--- src/rtl/pll_lock_monitor_if.sv ---
// rtl/pll_lock_monitor_if.sv - lock monitor control/status bundle
interface pll_lock_monitor_if #(
    parameter int CNT_WIDTH = 8
);
    logic                 locked;
    logic                 clear;
    logic                 rst_out;
    logic                 ready;
    logic                 lock_lost;
    logic [CNT_WIDTH-1:0] loss_count;

    // Host/PLL side: supplies the lock flag and clear, observes reset and status
    modport master (
        output locked,
        output clear,
        input  rst_out,
        input  ready,
        input  lock_lost,
        input  loss_count
    );

    // Monitor side
    modport slave (
        input  locked,
        input  clear,
        output rst_out,
        output ready,
        output lock_lost,
        output loss_count
    );
endinterface

--- src/rtl/pll_lock_monitor.sv ---
// rtl/pll_lock_monitor.sv - lock-qualified reset sequencer with loss tracking
module pll_lock_monitor #(
    parameter int SYNC_STAGES   = 2,
    parameter int STABLE_CYCLES = 1024,
    parameter int HOLD_CYCLES   = 16,
    parameter int CNT_WIDTH     = 8
) (
    input  logic              clock,
    input  logic              reset,
    pll_lock_monitor_if.slave mon
);
    // One counter serves both the stable window and the hold stretch
    localparam int MAX_CYCLES = (STABLE_CYCLES > HOLD_CYCLES) ? STABLE_CYCLES : HOLD_CYCLES;
    localparam int CW         = (MAX_CYCLES > 1) ? $clog2(MAX_CYCLES) : 1;

    localparam logic [CW-1:0] STABLE_LAST = CW'(STABLE_CYCLES - 1);
    localparam logic [CW-1:0] HOLD_LAST   = CW'(HOLD_CYCLES - 1);

    localparam logic [1:0] ST_WAIT_LOCK = 2'd0;
    localparam logic [1:0] ST_STABLE    = 2'd1;
    localparam logic [1:0] ST_HOLD      = 2'd2;
    localparam logic [1:0] ST_RUN       = 2'd3;

    logic [SYNC_STAGES-1:0] sync_q;
    logic                   locked_s;

    logic [1:0]    state_q;
    logic [1:0]    state_d;
    logic [CW-1:0] cnt_q;
    logic [CW-1:0] cnt_d;
    logic          loss_event;

    logic                 rst_out_q;
    logic                 ready_q;
    logic                 lock_lost_q;
    logic [CNT_WIDTH-1:0] loss_count_q;

    assign locked_s = sync_q[SYNC_STAGES-1];

    // Metastability chain for the asynchronous PLL lock flag
    always_ff @(posedge clock or posedge reset) begin
        if (reset) begin
            sync_q <= '0;
        end else begin
            sync_q <= {sync_q[SYNC_STAGES-2:0], mon.locked};
        end
    end

    // Qualification sequence: wait for lock, count stable window, stretch hold, run
    always_comb begin
        state_d    = state_q;
        cnt_d      = cnt_q;
        loss_event = 1'b0;
        case (state_q)
            ST_WAIT_LOCK: begin
                cnt_d = '0;
                if (locked_s) begin
                    state_d = ST_STABLE;
                end
            end
            ST_STABLE: begin
                if (!locked_s) begin
                    state_d = ST_WAIT_LOCK;
                    cnt_d   = '0;
                end else if (cnt_q == STABLE_LAST) begin
                    state_d = ST_HOLD;
                    cnt_d   = '0;
                end else begin
                    cnt_d = cnt_q + CW'(1);
                end
            end
            ST_HOLD: begin
                if (!locked_s) begin
                    state_d = ST_WAIT_LOCK;
                    cnt_d   = '0;
                end else if (cnt_q == HOLD_LAST) begin
                    state_d = ST_RUN;
                    cnt_d   = '0;
                end else begin
                    cnt_d = cnt_q + CW'(1);
                end
            end
            ST_RUN: begin
                cnt_d = '0;
                if (!locked_s) begin
                    state_d    = ST_WAIT_LOCK;
                    loss_event = 1'b1;
                end
            end
            default: begin
                state_d = ST_WAIT_LOCK;
                cnt_d   = '0;
            end
        endcase
    end

    // State, counter and the registered reset outputs (decoded from next state)
    always_ff @(posedge clock or posedge reset) begin
        if (reset) begin
            state_q   <= ST_WAIT_LOCK;
            cnt_q     <= '0;
            rst_out_q <= 1'b1;
            ready_q   <= 1'b0;
        end else begin
            state_q   <= state_d;
            cnt_q     <= cnt_d;
            rst_out_q <= (state_d != ST_RUN);
            ready_q   <= (state_d == ST_RUN);
        end
    end

    // Sticky loss flag and saturating loss counter; a loss outranks a same-cycle clear
    always_ff @(posedge clock or posedge reset) begin
        if (reset) begin
            lock_lost_q  <= 1'b0;
            loss_count_q <= '0;
        end else if (loss_event) begin
            lock_lost_q <= 1'b1;
            if (mon.clear) begin
                loss_count_q <= CNT_WIDTH'(1);
            end else if (!(&loss_count_q)) begin
                loss_count_q <= loss_count_q + CNT_WIDTH'(1);
            end
        end else if (mon.clear) begin
            lock_lost_q  <= 1'b0;
            loss_count_q <= '0;
        end
    end

    assign mon.rst_out    = rst_out_q;
    assign mon.ready      = ready_q;
    assign mon.lock_lost  = lock_lost_q;
    assign mon.loss_count = loss_count_q;
endmodule

--- src/flat_wrapper.sv ---
// flat-port wrapper written by rule: the top's interface ports become plain ports
module pll_lock_monitor_flat 
#(
    parameter int SYNC_STAGES   = 2,
    parameter int STABLE_CYCLES = 1024,
    parameter int HOLD_CYCLES   = 16,
    parameter int CNT_WIDTH     = 8
)
  (clock, reset, mon_locked, mon_clear, mon_rst_out, mon_ready, mon_lock_lost, mon_loss_count);
  pll_lock_monitor_if #(.CNT_WIDTH(CNT_WIDTH)) mon_i ();
  input  logic clock;
  input  logic reset;
  input wire logic [$bits(mon_i.locked)-1:0] mon_locked;
  input wire logic [$bits(mon_i.clear)-1:0] mon_clear;
  output wire logic [$bits(mon_i.rst_out)-1:0] mon_rst_out;
  output wire logic [$bits(mon_i.ready)-1:0] mon_ready;
  output wire logic [$bits(mon_i.lock_lost)-1:0] mon_lock_lost;
  output wire logic [$bits(mon_i.loss_count)-1:0] mon_loss_count;
  assign mon_i.locked = mon_locked;
  assign mon_i.clear = mon_clear;
  assign mon_rst_out = mon_i.rst_out;
  assign mon_ready = mon_i.ready;
  assign mon_lock_lost = mon_i.lock_lost;
  assign mon_loss_count = mon_i.loss_count;
  pll_lock_monitor #(.SYNC_STAGES(SYNC_STAGES), .STABLE_CYCLES(STABLE_CYCLES), .HOLD_CYCLES(HOLD_CYCLES), .CNT_WIDTH(CNT_WIDTH)) u_core (.clock(clock), .reset(reset), .mon(mon_i));
endmodule
--- config.mk ---
export PLATFORM = sky130hd
export DESIGN_NAME = pll_lock_monitor_flat
export DESIGN_NICKNAME = d
export VERILOG_FILES = /design/src/rtl/pll_lock_monitor_if.sv /design/src/rtl/pll_lock_monitor.sv /design/src/flat_wrapper.sv
export SDC_FILE = /design/constraint.sdc
export NUM_CORES = 1
export LEC_CHECK = 0
export CAP_MARGIN = 40
export CORE_MARGIN = 2
export CORE_UTILIZATION = 48
export DETAILED_ROUTE_END_ITERATION = 7
export PLACE_DENSITY = 0.78
export SYNTH_ARGS = -nofsm -noshare
export SYNTH_HDL_FRONTEND = slang
export SYNTH_SLANG_ARGS = --single-unit
--- constraint.sdc ---
create_clock -name clock -period 1.54 [get_ports clock]
set_clock_uncertainty 0.1 [all_clocks]
set_input_delay 0.154 -clock clock [delete_from_list [all_inputs] [get_ports clock]]
set_output_delay 0.154 -clock clock [all_outputs]
set_load 0.03 [all_outputs]
Word-level counts from Yosys, hierarchy flattened
Index checks and enable logic that the tools add are counted.

Bits in registers: 25. Bits in latches: 0. Memory bits (writable): 0. ROM bits: 0. Input port bits: 4. Output and inout bits: 11. Logic and storage cells: 42. Memories kept: 0.

Add/subtract/negate cells: 2. $mul: 0. Divide/modulo/power cells: 0. Order comparisons: 0. Equality and inequality tests: 8. Shifts and indexed selects: 0. Multiplexer cells: 20. Bitwise logic cells: 0. Reduce and logical (&&, ||, !) cells: 5.

Operators by type and width (count): 2-to-1 mux 10 bit (4); 2-to-1 mux 8 bit (4); case mux 10 bit (3 select lines) (1); 2-to-1 mux 2 bit (6); adder 10 x 1 -> 10 bit (second input constant) (1); == test 10 bit (second input constant) (1); == test 10 x 4 -> 1 bit (second input constant) (1); adder 8 x 1 -> 8 bit (second input constant) (1); case mux 2 bit (4 select lines) (1); AND reduction 8 bit (1); == test 2 bit (second input constant) (3); 2-to-1 mux 1 bit (4); inequality test 2 bit (second input constant) (2); == test 2 x 1 -> 1 bit (second input constant) (1); zero test 2 bit (1); AND reduction 2 bit (1); nonzero test 2 bit (1); OR reduction 2 bit (1).

Logic depth before layout (Yosys ltp)
Gate-level depths: netlist of run 1.

Depth in word-level cells: 5. Gate-level depth with buffers: 5. Mapped depth without buffers: 5.

Least setup slack after synthesis of run 1
Ideal clock, no wire load.

Path type: reg-to-reg. Start point: register u_core.loss_count_q[0], in the netlist u_core.mon.loss_count[0]. End point: register u_core.loss_count_q[1], in the netlist u_core.mon.loss_count[1]. Setup time: 130 ps. Data arrival time: 1490 ps. Data required time: 1310 ps. Setup slack: -179 ps. Stages on the path, launching flop included: 6. Path buffers: 0. Period minus slack after synthesis: 1719 ps. Cell sequence: dfrtp_1 > ha_1 > nand4_1 > o21ai_0 > mux2i_1 > nor2_1.

Cells in the longest elaborated chain, start to end: 4. Elaborated cells between the ends (all ways): 7. Classes of those cells: add/sub (1); eq/ne (1); mux (3); reduce/logical (2).

RTL lines: start: declaration (line pll_lock_monitor.sv:36) `logic [CNT_WIDTH-1:0] loss_count_q;`; start signal: assignment (line pll_lock_monitor.sv:122) `loss_count_q <= loss_count_q + CNT_WIDTH'(1);`; adder 8 x 1 -> 8 bit (line pll_lock_monitor.sv:122); 2-to-1 mux 8 bit (line pll_lock_monitor.sv:121) `end else if (!(&loss_count_q)) begin`; 2-to-1 mux 8 bit (line pll_lock_monitor.sv:119) `if (mon.clear) begin`; 2-to-1 mux 8 bit (line pll_lock_monitor.sv:117) `end else if (loss_event) begin`.

Several ways; a longest one is shown, not always the timed one. The select of a mux whose other input is x is not followed. A chain may end at the register's enable or synchronous reset.

Worst setup path in the final report of run 1
Start point: register u_core.loss_count_q[0], in the netlist u_core.mon.loss_count[0]. End point: register u_core.loss_count_q[3], in the netlist u_core.mon.loss_count[3].

The elaborated chain is that of the path after synthesis.

==> reports/metrics.csv, run 1 <==
metric,value,unit
status,completed,
dr.pass1.iters,4,
io_pins,15,
synth_edf_count,0,
endpoint_kind,flip-flop,
grt_pass1_vias,917,
ys_seq_elements,25,
synth_area_leader_cell,dfrtp_1,
num_antenna_cells,0,
cp-start-kind,flip-flop,
grt_max_degree,26,
min_path_type,primary input to asynchronous set/reset pin,
fp.dieArea,2927,sq um
irDropWorstVdd,0.5894,mV
cts.sinks,25,
power.density,632.7,nW/um^2
routed_wl,2572,microns
antenna_found_initial,0,
crit_fanout,4,
core-area,2432,sq um
path_class,flip-flop to flip-flop,
synth_most_common_cell,dfrtp_1,
cts_hold_buf,0,
wl_per_cell,14.37,microns
synth_cell_types,36,
place_hpwl,1711,microns
yosys_warnings,0,
cts_tree,yes,
synth_ff_type,dfrtp_1,
slew-limit-headroom,76.38,%
setup_viol,0,
drc,0,
io_buffers,14,
drt_iter0_drc,13,
layout-drive-gt1-share,28.19,%
synth.net_count,121,
synth-seq-area-share,52.02,%
synth_top_area_share,49.84,%
post-route-period-util,99.61,%
grt.overflow.total,0,
start_util,49.54,%
slew_violations,0,
vias_per_cell,5.385,
synthesis.area,1205,sq um
syn2layout_area_growth,33.85,%
nets,156,
rows,18,
fp.dieW,54.10,microns
critPathRequiredTime,1.65,ns
clk_latency,0.31,ns
grt_pass1_wl,3857,microns
synthCells,115,
ant_nets,0,
synth_area_leaders,"dfrtp_1, nor2_1, xor2_1",
synth_area_per_cell,10.48,sq um
vias,964,
die_h,54.10,microns
cts_buffers,3,
holdWs,0.06376,ns
arrival,1.64,ns
rsz0062_at_grt,true,
p_leak,0.0007632,uW
cts_buffer_depth,2,
tightest_slew,0.3532,ns
clk_pin_slew,0.13,ns
rrSetupSlack,0.006,ns
fin_crit,1.534,ns
maxCapViolCount,0,
gp_congestion,0.7944,
synth.top_cells.by_count,"dfrtp_1, nor2_1, nand3_1",
grt_use_total,18.49,%
fmax,0.6519,GHz
finalHoldViolCount,0,
cts_root_buf,clkbuf_4,
finalPower,1020,uW
async_flop_share,100.0,%
htreeDepth,1,
worst max-delay path, stage by stage (launching register included):
cell and delay [ns]:
dfrtp_2 0.43, ha_4 0.14, nand4_1 0.25, o2111ai_2 0.28, xor2_1 0.16, nor2_1 0.06
cell usage in the layout, fill, tap and decap left out, drive strengths merged, types with 2 or more instances in the layout:
cell           Yosys  routed
o21a               2       2
and2               4       4
clkbuf             1       5
inv                4       4
xor2               5       5
dlygate4sd2        0      10
mux2i              3       3
dfrtp             24      24
o21ai              3       3
ha                 2       2
nand2              5       5
buf                1      18
xnor2              4       4
nand3              6       6
a31oi              2       2
and3               3       3
and4               2       2
clkdlybuf4s50      0       3
nand3b             2       2
nor2              18      18
nand4              5       5
nor3               4       4
nand2b             3       3
per-stage QoR:
| stage | setup slack [ns] | cell area, sq um | setup TNS [ns] | utilization [%] | std cells |
|---|---|---|---|---|---|
| after floorplan | 0.02014 | 1229 | 0 | - | 115 |
| after global placement | -0.006725 | 1481 | -0.03495 | 60.91 | 169 |
| after detailed placement | -0.04718 | 1481 | -0.3107 | 60.91 | 169 |
| after CTS | 0.01240 | 1510 | 0 | 62.09 | 174 |
| after global routing | -0.06558 | 1613 | -0.5024 | 66.31 | 179 |
| final | 0.005983 | 1613 | 0 | 66.31 | 179 |
what timing repair did:
action,in CTS,in global routing
setup buffers,1,5
hold endpoints to repair,0,0
gates resized for setup,13,14
pin swaps,2,14
setup endpoints to repair,20,15
flip-flops by register name, summed over array words and instances (netlist names):
register	count
u_core.mon.ready	1
u_core.sync_q	2
u_core.mon.rst_out	1
u_core.mon.lock_lost	1
u_core.mon.loss_count	8
u_core.state_q	2
u_core.cnt_q	10
where the power goes:
part           internal [uW]  switching (uW)
clock                    101             187
combinational           31.0            33.5
sequential               663            4.51
total                    795             225
final timing paths:
| check | from | to | cells past startpoint |
|---|---|---|---|
| setup / recovery | u_core.mon.loss_count[0]$_DFFE_PP0P_ | u_core.mon.loss_count[3]$_DFFE_PP0P_ | 5 |
| hold / removal | reset | u_core.mon.loss_count[3]$_DFFE_PP0P_ | 3 |
| setup reg to reg | u_core.mon.loss_count[0]$_DFFE_PP0P_ | u_core.mon.loss_count[3]$_DFFE_PP0P_ | 5 |
| hold reg to reg | u_core.sync_q[0]$_DFF_PP0_ | u_core.sync_q[1]$_DFF_PP0_ | 0 |
| max in group asynchronous | reset | u_core.mon.rst_out$_DFF_PP1_ | 3 |
| min in group clock | mon_locked | u_core.sync_q[0]$_DFF_PP0_ | 1 |
logic make-up after synthesis:
logic type / count (synthesis) / synth area share, %
flops: 25 / 52.03
xor+xnor: 9 / 6.542
fa+ha+maj: 2 / 2.077
mux: 3 / 2.492
simple gates: 57 / 25.44
buf+inv: 6 / 2.491
compound gates: 13 / 8.930
cell type report:
cell class,count,area (sq um)
Clock buffer,4,26.28
Fill cell,214,819.5
Inverter,4,15.01
Multi-Input combinational cell,84,643.1
Sequential cell,25,629.4
Tap cell,30,37.54
Timing Repair Buffer,32,261.5
per-layer routing:
metal	wire length, microns	vias up	part of all wire, %	GRT usage [%]
met5	0	-	0	0
met4	12	0	0.47	7.500
met3	71	2	2.8	2.500
met2	1412	18	55	33.33
met1	1075	476	42	21.99
li1	-	468	-	-
No activity file was read; power rests on OpenSTA's default activity.
==> inputs of run 2 (changes only) <==
--- a/config.mk
+++ b/config.mk
@@ -5,9 +5,10 @@
 export SDC_FILE = /design/constraint.sdc
 export NUM_CORES = 1
 export LEC_CHECK = 0
-export CAP_MARGIN = 40
+export CAP_MARGIN = 10
 export CORE_MARGIN = 2
 export CORE_UTILIZATION = 48
+export CTS_CLUSTER_SIZE = 12
 export DETAILED_ROUTE_END_ITERATION = 7
 export PLACE_DENSITY = 0.78
 export SYNTH_ARGS = -nofsm -noshare
==> results of run 2 <==
No change in the layout: final DEF, timing and power equal those of run 1.
